## config.mk

```make
export PLATFORM = sky130hd
export DESIGN_NAME = multicycle_control_p
export DESIGN_NICKNAME = d
export VERILOG_FILES = /design/src/rtl/multicycle_control_p.sv
export SDC_FILE = /design/constraint.sdc
export NUM_CORES = 1
export LEC_CHECK = 0
export CAP_MARGIN = 20
export CELL_PAD_IN_SITES_DETAIL_PLACEMENT = 0
export CELL_PAD_IN_SITES_GLOBAL_PLACEMENT = 1
export CORE_ASPECT_RATIO = 1.1
export CORE_MARGIN = 2
export CORE_UTILIZATION = 30
export DETAILED_ROUTE_END_ITERATION = 16
export PLACE_DENSITY = 0.86
export RECOVER_POWER = 50
export SLEW_MARGIN = 15
export SYNTH_ARGS = -nofsm -noshare
export SYNTH_HDL_FRONTEND = slang
export SYNTH_SLANG_ARGS = --single-unit
export TNS_END_PERCENT = 100
```

## constraint.sdc

```tcl
create_clock -name Clk -period 3.64 [get_ports Clk]
set_input_delay 0.728 -clock Clk [delete_from_list [all_inputs] [get_ports Clk]]
set_output_delay 0.728 -clock Clk [all_outputs]
set_load 0.01 [all_outputs]
```

## src/rtl/multicycle_control_p.sv

```systemverilog
// ---------------------------------------------------------------------------
// multicycle_control_p
//
// Control unit for a multicycle MIPS-subset datapath. A Moore FSM sequences
// fetch, decode, execute, memory and write-back for R-type ALU ops
// (ADD/SUB/AND/XOR), LW, SW, BEQ, BNE, LUI, J, NOP and BREAK. The memory read
// latency is a parameter. One wait counter covers both memory wait states.
//
// Parameters:
//   MEM_LAT      memory read wait cycles after the address cycle (0..15)
//
// Optional feature (compile-time macro):
//   CTRL_EXCEPTION_EN  defined   : illegal OP/Funct in DECODE enters EXC,
//                                  which redirects PC to the exception vector.
//                      undefined : illegal encodings behave as NOP and
//                                  Exception is tied low.
//
// Ports:
//   Clk          in   clock, rising edge
//   Reset        in   asynchronous active-low reset
//   OP           in   IR[31:26]
//   Funct        in   IR[5:0]
//   Zero         in   ALU zero flag (used in BRANCH only)
//   PCWrite      out  PC load enable (branch-qualified in BRANCH)
//   IorD         out  memory address select: 0 = PC, 1 = ALUOut
//   wr           out  memory write strobe
//   MemtoReg     out  write-data select: 00 ALUOut, 01 MDR, 10 {imm,16'h0}
//   IRWrite_C    out  IR load enable
//   PCSource     out  00 ALU, 01 ALUOut, 10 jump target, 11 exception vector
//   AluOp        out  000 pass A, 001 add, 010 sub, 011 and, 110 xor
//   AluSrcA      out  0 = PC, 1 = A
//   AluSrcB      out  00 B, 01 4, 10 sext(imm), 11 sext(imm)<<2
//   AluOutWrite  out  ALUOut load enable
//   MDRWrite     out  MDR load enable
//   AWrite       out  A register load enable
//   BWrite       out  B register load enable
//   RegWrite_C   out  register-file write enable
//   RegDst       out  destination select: 0 = rt, 1 = rd
//   Halted       out  high while in HALT
//   Exception    out  high while in EXC
//   State        out  current state code
// ---------------------------------------------------------------------------
module multicycle_control_p #(
    parameter int MEM_LAT = 2
) (
    input  logic       Clk,
    input  logic       Reset,
    input  logic [5:0] OP,
    input  logic [5:0] Funct,
    input  logic       Zero,
    output logic       PCWrite,
    output logic       IorD,
    output logic       wr,
    output logic [1:0] MemtoReg,
    output logic       IRWrite_C,
    output logic [1:0] PCSource,
    output logic [2:0] AluOp,
    output logic       AluSrcA,
    output logic [1:0] AluSrcB,
    output logic       AluOutWrite,
    output logic       MDRWrite,
    output logic       AWrite,
    output logic       BWrite,
    output logic       RegWrite_C,
    output logic       RegDst,
    output logic       Halted,
    output logic       Exception,
    output logic [5:0] State
);

    // Counter must be at least one bit wide even when MEM_LAT is 0.
    localparam int CW = (MEM_LAT > 0) ? $clog2(MEM_LAT + 1) : 1;
    localparam logic [CW-1:0] LAT_LOAD = CW'(MEM_LAT);
    localparam logic [CW-1:0] CNT_LAST = CW'(1);

    // Opcodes and function codes.
    localparam logic [5:0] OP_RTYPE = 6'h00;
    localparam logic [5:0] OP_J     = 6'h02;
    localparam logic [5:0] OP_BEQ   = 6'h04;
    localparam logic [5:0] OP_BNE   = 6'h05;
    localparam logic [5:0] OP_LUI   = 6'h0F;
    localparam logic [5:0] OP_LW    = 6'h23;
    localparam logic [5:0] OP_SW    = 6'h2B;

    localparam logic [5:0] FN_NOP   = 6'h00;
    localparam logic [5:0] FN_BREAK = 6'h0D;
    localparam logic [5:0] FN_ADD   = 6'h20;
    localparam logic [5:0] FN_SUB   = 6'h22;
    localparam logic [5:0] FN_AND   = 6'h24;
    localparam logic [5:0] FN_XOR   = 6'h26;

    typedef enum logic [5:0] {
        S_RESET      = 6'd0,
        S_FETCH      = 6'd1,
        S_FETCH_WAIT = 6'd2,
        S_IR_WRITE   = 6'd3,
        S_DECODE     = 6'd4,
        S_R_EXEC     = 6'd5,
        S_R_WB       = 6'd6,
        S_ADDR       = 6'd7,
        S_MEM_RD     = 6'd8,
        S_MDR_WR     = 6'd9,
        S_LW_WB      = 6'd10,
        S_MEM_WR     = 6'd11,
        S_BRANCH     = 6'd12,
        S_LUI_WB     = 6'd13,
        S_JUMP       = 6'd14,
        S_HALT       = 6'd15,
        S_EXC        = 6'd16,
        S_LD_WAIT    = 6'd17
    } state_t;

    state_t          state;
    logic [CW-1:0]   wait_cnt;

    // Instruction class predecode from the live IR fields.
    logic is_rtype;
    logic is_r_alu;

    assign is_rtype = (OP == OP_RTYPE);
    assign is_r_alu = is_rtype && ((Funct == FN_ADD) || (Funct == FN_SUB) ||
                                   (Funct == FN_AND) || (Funct == FN_XOR));

    // -----------------------------------------------------------------------
    // State register and wait counter.
    // The counter is loaded with MEM_LAT on entry to a wait state and the
    // wait state is left in the cycle the count reads 1, giving exactly
    // MEM_LAT cycles of waiting.
    // -----------------------------------------------------------------------
    // NOTE: sequential state uses non-blocking assignments so every register
    // samples pre-edge values, independent of statement order.
    always_ff @(posedge Clk or negedge Reset) begin
        if (!Reset) begin
            state    <= S_RESET;
            wait_cnt <= '0;
        end else begin
            case (state)
                S_RESET: state <= S_FETCH;

                S_FETCH: begin
                    if (MEM_LAT > 0) begin
                        state    <= S_FETCH_WAIT;
                        wait_cnt <= LAT_LOAD;
                    end else begin
                        state <= S_IR_WRITE;
                    end
                end

                S_FETCH_WAIT: begin
                    if (wait_cnt == CNT_LAST) state <= S_IR_WRITE;
                    else                      wait_cnt <= wait_cnt - 1'b1;
                end

                S_IR_WRITE: state <= S_DECODE;

                S_DECODE: begin
                    if (is_r_alu) begin
                        state <= S_R_EXEC;
                    end else if (is_rtype && Funct == FN_BREAK) begin
                        state <= S_HALT;
                    end else if (is_rtype && Funct == FN_NOP) begin
                        state <= S_FETCH;
                    end else if (OP == OP_LW || OP == OP_SW) begin
                        state <= S_ADDR;
                    end else if (OP == OP_BEQ || OP == OP_BNE) begin
                        state <= S_BRANCH;
                    end else if (OP == OP_LUI) begin
                        state <= S_LUI_WB;
                    end else if (OP == OP_J) begin
                        state <= S_JUMP;
                    end else begin
`ifdef CTRL_EXCEPTION_EN
                        state <= S_EXC;
`else
                        state <= S_FETCH;
`endif
                    end
                end

                S_R_EXEC: state <= S_R_WB;
                S_R_WB:   state <= S_FETCH;

                S_ADDR: state <= (OP == OP_LW) ? S_MEM_RD : S_MEM_WR;

                S_MEM_RD: begin
                    if (MEM_LAT > 0) begin
                        state    <= S_LD_WAIT;
                        wait_cnt <= LAT_LOAD;
                    end else begin
                        state <= S_MDR_WR;
                    end
                end

                S_LD_WAIT: begin
                    if (wait_cnt == CNT_LAST) state <= S_MDR_WR;
                    else                      wait_cnt <= wait_cnt - 1'b1;
                end

                S_MDR_WR:  state <= S_LW_WB;
                S_LW_WB:   state <= S_FETCH;
                S_MEM_WR:  state <= S_FETCH;
                S_BRANCH:  state <= S_FETCH;
                S_LUI_WB:  state <= S_FETCH;
                S_JUMP:    state <= S_FETCH;
                S_HALT:    state <= S_HALT;
                S_EXC:     state <= S_FETCH;
                default:   state <= S_RESET;
            endcase
        end
    end

    // -----------------------------------------------------------------------
    // Output decode. Outputs depend only on the state register, except
    // PCWrite in BRANCH (Zero) and AluOp in R_EXEC (Funct), both of which
    // are stable IR/ALU fields while those states are active. Reset forces
    // the state to RESET, whose decode is all zeros.
    // -----------------------------------------------------------------------
    // NOTE: every output gets a default before the case so no path leaves
    // one unassigned, which would otherwise infer a latch.
    always_comb begin
        PCWrite     = 1'b0;
        IorD        = 1'b0;
        wr          = 1'b0;
        MemtoReg    = 2'b00;
        IRWrite_C   = 1'b0;
        PCSource    = 2'b00;
        AluOp       = 3'b000;
        AluSrcA     = 1'b0;
        AluSrcB     = 2'b00;
        AluOutWrite = 1'b0;
        MDRWrite    = 1'b0;
        AWrite      = 1'b0;
        BWrite      = 1'b0;
        RegWrite_C  = 1'b0;
        RegDst      = 1'b0;
        Halted      = 1'b0;
        Exception   = 1'b0;

        case (state)
            S_FETCH, S_FETCH_WAIT: begin
                AluSrcB = 2'b01;
                AluOp   = 3'b001;
            end

            S_IR_WRITE: begin
                IRWrite_C = 1'b1;
                PCWrite   = 1'b1;
                PCSource  = 2'b00;
                AluSrcB   = 2'b01;
                AluOp     = 3'b001;
            end

            S_DECODE: begin
                // Speculatively computes the branch target into ALUOut.
                AWrite      = 1'b1;
                BWrite      = 1'b1;
                AluSrcB     = 2'b11;
                AluOp       = 3'b001;
                AluOutWrite = 1'b1;
            end

            S_R_EXEC: begin
                AluSrcA     = 1'b1;
                AluSrcB     = 2'b00;
                AluOutWrite = 1'b1;
                case (Funct)
                    FN_ADD:  AluOp = 3'b001;
                    FN_SUB:  AluOp = 3'b010;
                    FN_AND:  AluOp = 3'b011;
                    FN_XOR:  AluOp = 3'b110;
                    default: AluOp = 3'b000;
                endcase
            end

            S_R_WB: begin
                RegDst     = 1'b1;
                RegWrite_C = 1'b1;
            end

            S_ADDR: begin
                AluSrcA     = 1'b1;
                AluSrcB     = 2'b10;
                AluOp       = 3'b001;
                AluOutWrite = 1'b1;
            end

            S_MEM_RD, S_LD_WAIT: IorD = 1'b1;

            S_MDR_WR: begin
                IorD     = 1'b1;
                MDRWrite = 1'b1;
            end

            S_LW_WB: begin
                MemtoReg   = 2'b01;
                RegWrite_C = 1'b1;
            end

            S_MEM_WR: begin
                IorD = 1'b1;
                wr   = 1'b1;
            end

            S_BRANCH: begin
                AluSrcA  = 1'b1;
                AluSrcB  = 2'b00;
                AluOp    = 3'b010;
                PCSource = 2'b01;
                // BEQ (04h) takes on Zero, BNE (05h) on ~Zero; OP[0] tells them apart.
                PCWrite  = OP[0] ? ~Zero : Zero;
            end

            S_LUI_WB: begin
                MemtoReg   = 2'b10;
                RegWrite_C = 1'b1;
            end

            S_JUMP: begin
                PCSource = 2'b10;
                PCWrite  = 1'b1;
            end

            S_HALT: Halted = 1'b1;

`ifdef CTRL_EXCEPTION_EN
            S_EXC: begin
                PCSource  = 2'b11;
                PCWrite   = 1'b1;
                Exception = 1'b1;
            end
`endif

            default: ;
        endcase
    end

    assign State = state;

endmodule

```

==> results of run 1 <==
==> cell type report <==
class                           count  area [µm²]  share of cell area, %
Clock buffer                        4        26.3                   1.92
Timing Repair Buffer               45         425                   31.1
Sequential cell                     7         175                   12.8
Tap cell                           34        42.5                   3.11
Multi-Input combinational cell    119         673                   49.2
Inverter                            7        26.3                   1.92
==> worst max path at each step <==
stage / endpoint / slack (ns) / cells past startpoint / startpoint
after floorplan: AluOp[0] / 1.06 / 4 / Funct[0]
after global placement: AluOp[0] / 0.11 / 6 / Funct[0]
after detailed placement: AluOp[0] / 0.10 / 6 / Funct[0]
after CTS: AluOp[0] / 0.09 / 6 / Funct[0]
after global routing: AluOp[1] / 0.03 / 7 / Funct[0]
final: AluOp[1] / 0.17 / 7 / Funct[0]
==> placed cells by master, fill, tap and decap left out, drive strengths merged, types with 2 or more instances in the layout <==
cell type	n
conb	2
clkbuf	8
dfrtp	7
nand3	2
a31oi	3
xor2	2
nand2	12
and3	3
a2111oi	2
or3	2
nor2b	2
o21ai	9
nor2	25
clkdlybuf4s50	35
and2b	2
nand2b	6
or2	2
inv	7
nor3	15
dlygate4sd3	4
o31ai	2
a21oi	9
==> through the flow <==
stage / instance area, µm² / util [%] / power, mW
floorplan: 948 / - / 0.532
global placement: 1360 / 44.8 / 0.763
detailed placement: 1360 / 44.8 / 0.773
CTS: 1380 / 45.7 / 0.847
global route: 1370 / 45.3 / 0.910
finish: 1370 / 45.3 / 0.825
==> kinds of logic (layout without fill, tap and decap cells) <==
| logic type | Yosys count | count (layout) |
|---|---|---|
| compound gates | 36 | 36 |
| xor+xnor | 2 | 2 |
| fa+ha+maj | 1 | 1 |
| buf+inv | 20 | 56 |
| flops | 7 | 7 |
| other cells | 1 | 2 |
| simple gates | 78 | 78 |
==> sequential cells by signal, indices dropped and copies added, names as in the netlist <==
| signal | flops |
|---|---|
| State | 5 |
| wait_cnt | 2 |
==> power by group <==
group	total, mW	switching (mW)	internal [mW]
logic	0.608	0.324	0.284
registers	0.148	0.0403	0.108
clock network	0.0684	0.0267	0.0417
total	0.825	0.391	0.434
==> worst max-delay path, stage by stage <==
cell             delay (ns)
clkdlybuf4s50_1        0.43
or4b_4                 0.55
or2_1                  0.23
nor2_1                 0.11
a21oi_1                0.07
nor2_1                 0.08
clkdlybuf4s50_1        0.55
==> metal layers <==
layer / global-route usage, % / vias to the layer above / share of wire (%)
met4: 4.36 / 0 / 0.88
met1: 18.3 / 522 / 43
met2: 28.8 / 36 / 52
met3: 3.11 / 4 / 4.5
met5: 0 / - / 0
li1: - / 586 / -
==> flow_metrics.py, run 1 <==
metrics = {
    "status": {
        "run_status": "completed",
    },
    "yosys": {
        "synthesis.instances": 145,
        "synthMostInstantiatedCell": "nor2_1",
        "yosys-mux-area-fraction_pct": 0,
        "synth_edf_count": 0,
        "post_synth_instance_area_um2": 945,
        "synthDistinctLibCells": 45,
        "simple_gate_share_of_the_synthesized_area_pct": 42.1,
        "synth.yosys.seq_area_share_pct": 18.5,
        "synth_largest_area_cell": "dfrtp_1",
        "synth.top_cells.by_count": "nor2_1, nor3_1, nand2_1",
        "async_reset_ff_share_pct": 100,
        "combinational_family_with_the_most_area_after_synthesis": "simple AND/OR/NAND/NOR gates",
        "yosys.area_share.xor_xnor_pct": 1.85,
        "synth_adder_area_share_pct": 1.32,
        "synth_compound_area_share_pct": 25.2,
        "post_synth_main_area_contributors": "dfrtp_1, nor2_1, nor3_1, a21oi_1, o21ai_0",
        "synthesis.area_per_instance_um2": 6.51,
        "synth.yosys.warnings": 0,
        "synth_flop_cell": "dfrtp_1",
        "ys_seq_elements": 7,
        "top_cell_type_s_share_of_synthesized_area_pct": 18.5,
    },
    "clocking": {
        "cts-root-to-sink-buffers": 2,
        "ctsRootBufferMaster": "clkbuf_4",
        "tritoncts": "built",
        "cts_sinks": 7,
        "clk_pin_slew_ns": 0.05,
        "cts.repair_timing.setup_buffer_count": 0,
        "tritoncts.num_buffers": 3,
        "clock_latency_ns": 0.25,
        "cts_hold_buffers": 0,
        "htree_num_levels": 1,
        "cts-resized-gates": 0,
    },
    "setup_path": {
        "critical_path.reg2reg.startpoint": "State[4]",
        "critical_path.endpoint_type": "output port",
        "setup.worst_path.class": "input port to output port",
        "timing.critical_path.from_type": "input port",
        "r2r_end": "wait_cnt[1]",
        "worstPathArrival_ns": 2.74,
        "cp_max_fo": 3,
        "cp_data_required_time_ns": 2.91,
        "timing.reg2reg.worst_path_depth": 4,
        "timing.reg2reg.setup_slack_ns": 1.66,
    },
    "global_route": {
        "grt_remaining_overflow": 0,
        "maximum_number_of_pins_on_one_net_before_global_route_repair": 19,
        "grt_pass1_wl_mm": 4.64,
        "number_of_antenna_violations_at_the_first_check_in_global_routing": 0,
        "track_usage_pct": 15.9,
        "first_global_vias": 1024,
    },
    "power_and_ir_drop": {
        "static-leakage-power_nw": 0.533,
        "peak_supply_drop_uv": 289,
        "powerDensity_nw_per_um2": 603,
    },
    "routing": {
        "dr.pass1.iters": 4,
        "drc": 0,
        "dr.first_iter.drc_count": 16,
        "average_routed_wire_per_standard_cell_um": 13.1,
        "via_count": 1148,
        "vias_per_cell": 5.31,
        "final_wirelength_mm": 2.84,
        "antenna_left": 0,
    },
    "placed_design": {
        "post-dp-hpwl_mm": 2.22,
        "pre_cts_ws_ns": 0.102,
        "finalWeightedCongestion": 0.790,
        "port_buffers": 40,
        "dpl.cell_count": 212,
    },
    "min_path": {
        "worstHoldStart": "wait_cnt[0]",
        "timing.hold.worst.class": "flip-flop to flip-flop",
        "worst_hold_path.endpoint": "wait_cnt[0]",
        "min_path_cells": 1,
    },
    "sta": {
        "final_max_slew_viol_count": 0,
        "fin_crit_ns": 3.47,
        "setup-tns-final_ns": 0,
        "timing.slew.headroom_pct": 51.4,
        "finalClockSkew_ns": 0.00173,
        "setup_ws_ns": 0.169,
        "grt_setup_unrepaired": "no",
        "fmax_mhz": 288,
        "layout_worst_path_cycle_share_pct": 95.4,
        "timing.final.hold_violations": 0,
        "final.hold.worst_slack_ns": 0.484,
        "timing.final.setup_violations": 0,
        "tightestPinTransition_ns": 0.711,
    },
    "floorplanning": {
        "dieWidth_um": 57.5,
        "rows": 21,
        "pin_count": 43,
        "fp.coreArea_um2": 3020,
        "start_util_pct": 31.3,
        "floorplan.die.height_um": 62.9,
        "die_area_um2": 3610,
    },
    "final_layout": {
        "fin_cells": 216,
        "total_nets_final": 199,
        "antenna_cells": 0,
        "syn2layout_area_growth_pct": 44.9,
        "post_route_cells_drive_above_1_share_pct": 4.40,
        "fillerInstances": 315,
    },
    "flow_run": {
        "max-cap-violations": 0,
    },
}
Power figures use the tool's default switching activity.
==> run 2, diff against run 1 <==
- SETUP_SLACK_MARGIN: not set -> 0.15
- SKIP_CTS_REPAIR_TIMING: not set -> 1
==> flow_metrics.py, run 2 (synthesis results as in run 1) <==
metrics = {
    "floorplanning": {
        "dieWidth_um": 57.5,
        "start_util_pct": 31.3,
        "floorplan.die.height_um": 62.9,
        "pin_count": 43,
        "die_area_um2": 3610,
        "fp.coreArea_um2": 3020,
        "rows": 21,
    },
    "setup_path": {
        "startpoint": "Funct[0]",
        "setup.worst_path.end": "AluOp[2]",
        "cp_data_required_time_ns": 2.91,
        "critical_path.endpoint_type": "output port",
        "cp_max_fo": 3,
        "timing.reg2reg.setup_slack_ns": 1.66,
        "timing.reg2reg.worst_path_depth": 4,
        "r2r_end": "wait_cnt[1]",
        "critical_path.reg2reg.startpoint": "State[4]",
        "timing.critical_path.from_type": "input port",
        "worstPathArrival_ns": 2.60,
        "setup.worst_path.class": "input port to output port",
    },
    "min_path": {
        "min_path_cells": 1,
        "timing.hold.worst.class": "flip-flop to flip-flop",
    },
    "global_route": {
        "first_global_vias": 1024,
        "number_of_antenna_violations_at_the_first_check_in_global_routing": 0,
        "maximum_number_of_pins_on_one_net_before_global_route_repair": 19,
        "grt_pass1_wl_mm": 4.64,
        "track_usage_pct": 15.9,
        "grt_remaining_overflow": 0,
    },
    "clocking": {
        "cts_sinks": 7,
        "clk_pin_slew_ns": 0.05,
        "tritoncts": "built",
        "tritoncts.num_buffers": 3,
        "ctsRootBufferMaster": "clkbuf_4",
        "clock_latency_ns": 0.25,
        "cts-root-to-sink-buffers": 2,
        "htree_num_levels": 1,
    },
    "placed_design": {
        "port_buffers": 40,
        "dpl.cell_count": 212,
        "post-dp-hpwl_mm": 2.22,
        "detailed_place.area_um2": 1360,
        "pre_cts_ws_ns": 0.102,
        "finalWeightedCongestion": 0.790,
    },
    "routing": {
        "dr.pass1.iters": 4,
        "vias_per_cell": 5.33,
        "final_wirelength_mm": 2.83,
        "drc": 0,
        "antenna_left": 0,
        "dr.first_iter.drc_count": 17,
        "via_count": 1152,
        "average_routed_wire_per_standard_cell_um": 13.1,
    },
    "sta": {
        "setup-tns-final_ns": 0,
        "setup_ws_ns": 0.313,
        "fin_crit_ns": 3.33,
        "timing.final.setup_violations": 0,
        "layout_worst_path_cycle_share_pct": 91.4,
        "finalClockSkew_ns": 0.00179,
        "tightestPinTransition_ns": 0.711,
        "timing.final.hold_violations": 0,
        "fmax_mhz": 301,
        "timing.slew.headroom_pct": 51.4,
        "grt_setup_unrepaired": "no",
        "final_max_slew_viol_count": 0,
    },
    "final_layout": {
        "fin_cells": 216,
        "syn2layout_area_growth_pct": 45.2,
        "post_route_cells_drive_above_1_share_pct": 4.40,
        "antenna_cells": 0,
        "final_cell_mix": "clkdlybuf4s50_1, nor2_1, nor3_1",
        "fillerInstances": 316,
        "max_ffs_per_register": 5,
        "final_common_cell": "clkdlybuf4s50_1",
        "total_nets_final": 199,
        "finish.instance_area_um2": 1370,
    },
    "power_and_ir_drop": {
        "powerDensity_nw_per_um2": 599,
        "peak_supply_drop_uv": 289,
        "static-leakage-power_nw": 0.552,
    },
    "flow_run": {
        "max-cap-violations": 0,
    },
    "status": {
        "run_status": "completed",
    },
}
-- run 2: changes by cell type in the layout (fill, tap and decap cells not counted), sizes merged --
cell / before / now
dlymetal6s2s: 1 / 2
clkdlybuf4s50: 35 / 34
-- run 2: power by group --
group | leakage, nW | total [mW] | internal (mW) | switching [mW]
combinational | 0.450 | 0.606 | 0.282 | 0.323
sequential | 0.0871 | 0.148 | 0.108 | 0.0401
clock | 0.0150 | 0.0684 | 0.0417 | 0.0267
total | 0.552 | 0.822 | 0.432 | 0.390
-- run 2: area by class of cell --
type | instances | area (µm²) | area share (%)
multi-input cells | 119 | 673 | 49.1
repair buffers | 45 | 428 | 31.2
flip-flops and latches | 7 | 175 | 12.8
well taps | 34 | 42.5 | 3.10
clock buffers | 4 | 26.3 | 1.92
inverters | 7 | 26.3 | 1.92
-- run 2: how the worst min path moves through the flow --
stage	start	end	slack (ns)
4_1_cts	wait_cnt[0]	wait_cnt[0]	0.48
3_3_place_gp	wait_cnt[0]	wait_cnt[0]	0.46
6_report	wait_cnt[0]	wait_cnt[0]	0.48
5_1_grt	wait_cnt[0]	wait_cnt[0]	0.49
3_5_place_dp	wait_cnt[0]	wait_cnt[0]	0.47
2_1_floorplan	Reset	State[0]	0.43
-- run 2: critical path, cell delays in order --
cell             delay [ns]
clkdlybuf4s50_1        0.43
or4b_4                 0.55
or2_1                  0.23
nor2_1                 0.12
clkdlybuf4s50_1        0.54
-- run 2: per-layer routing --
| layer | vias up | wire, µm | GRT usage [%] |
|---|---|---|---|
| met5 | - | 0 | 0 |
| met4 | 0 | 31 | 4.36 |
| li1 | 586 | - | - |
| met1 | 527 | 1180 | 18.3 |
| met3 | 4 | 129 | 3.11 |
| met2 | 35 | 1490 | 28.8 |
-- run 2: metrics by stage --
stage	utilization (%)	power, mW	hold slack [ns]
4_1_cts	45.7	0.847	0.480
5_1_grt	45.4	0.908	0.492
3_3_place_gp	44.8	0.763	0.458
3_5_place_dp	44.8	0.773	0.475
2_1_floorplan	-	0.532	0.432
6_report	45.4	0.822	0.484
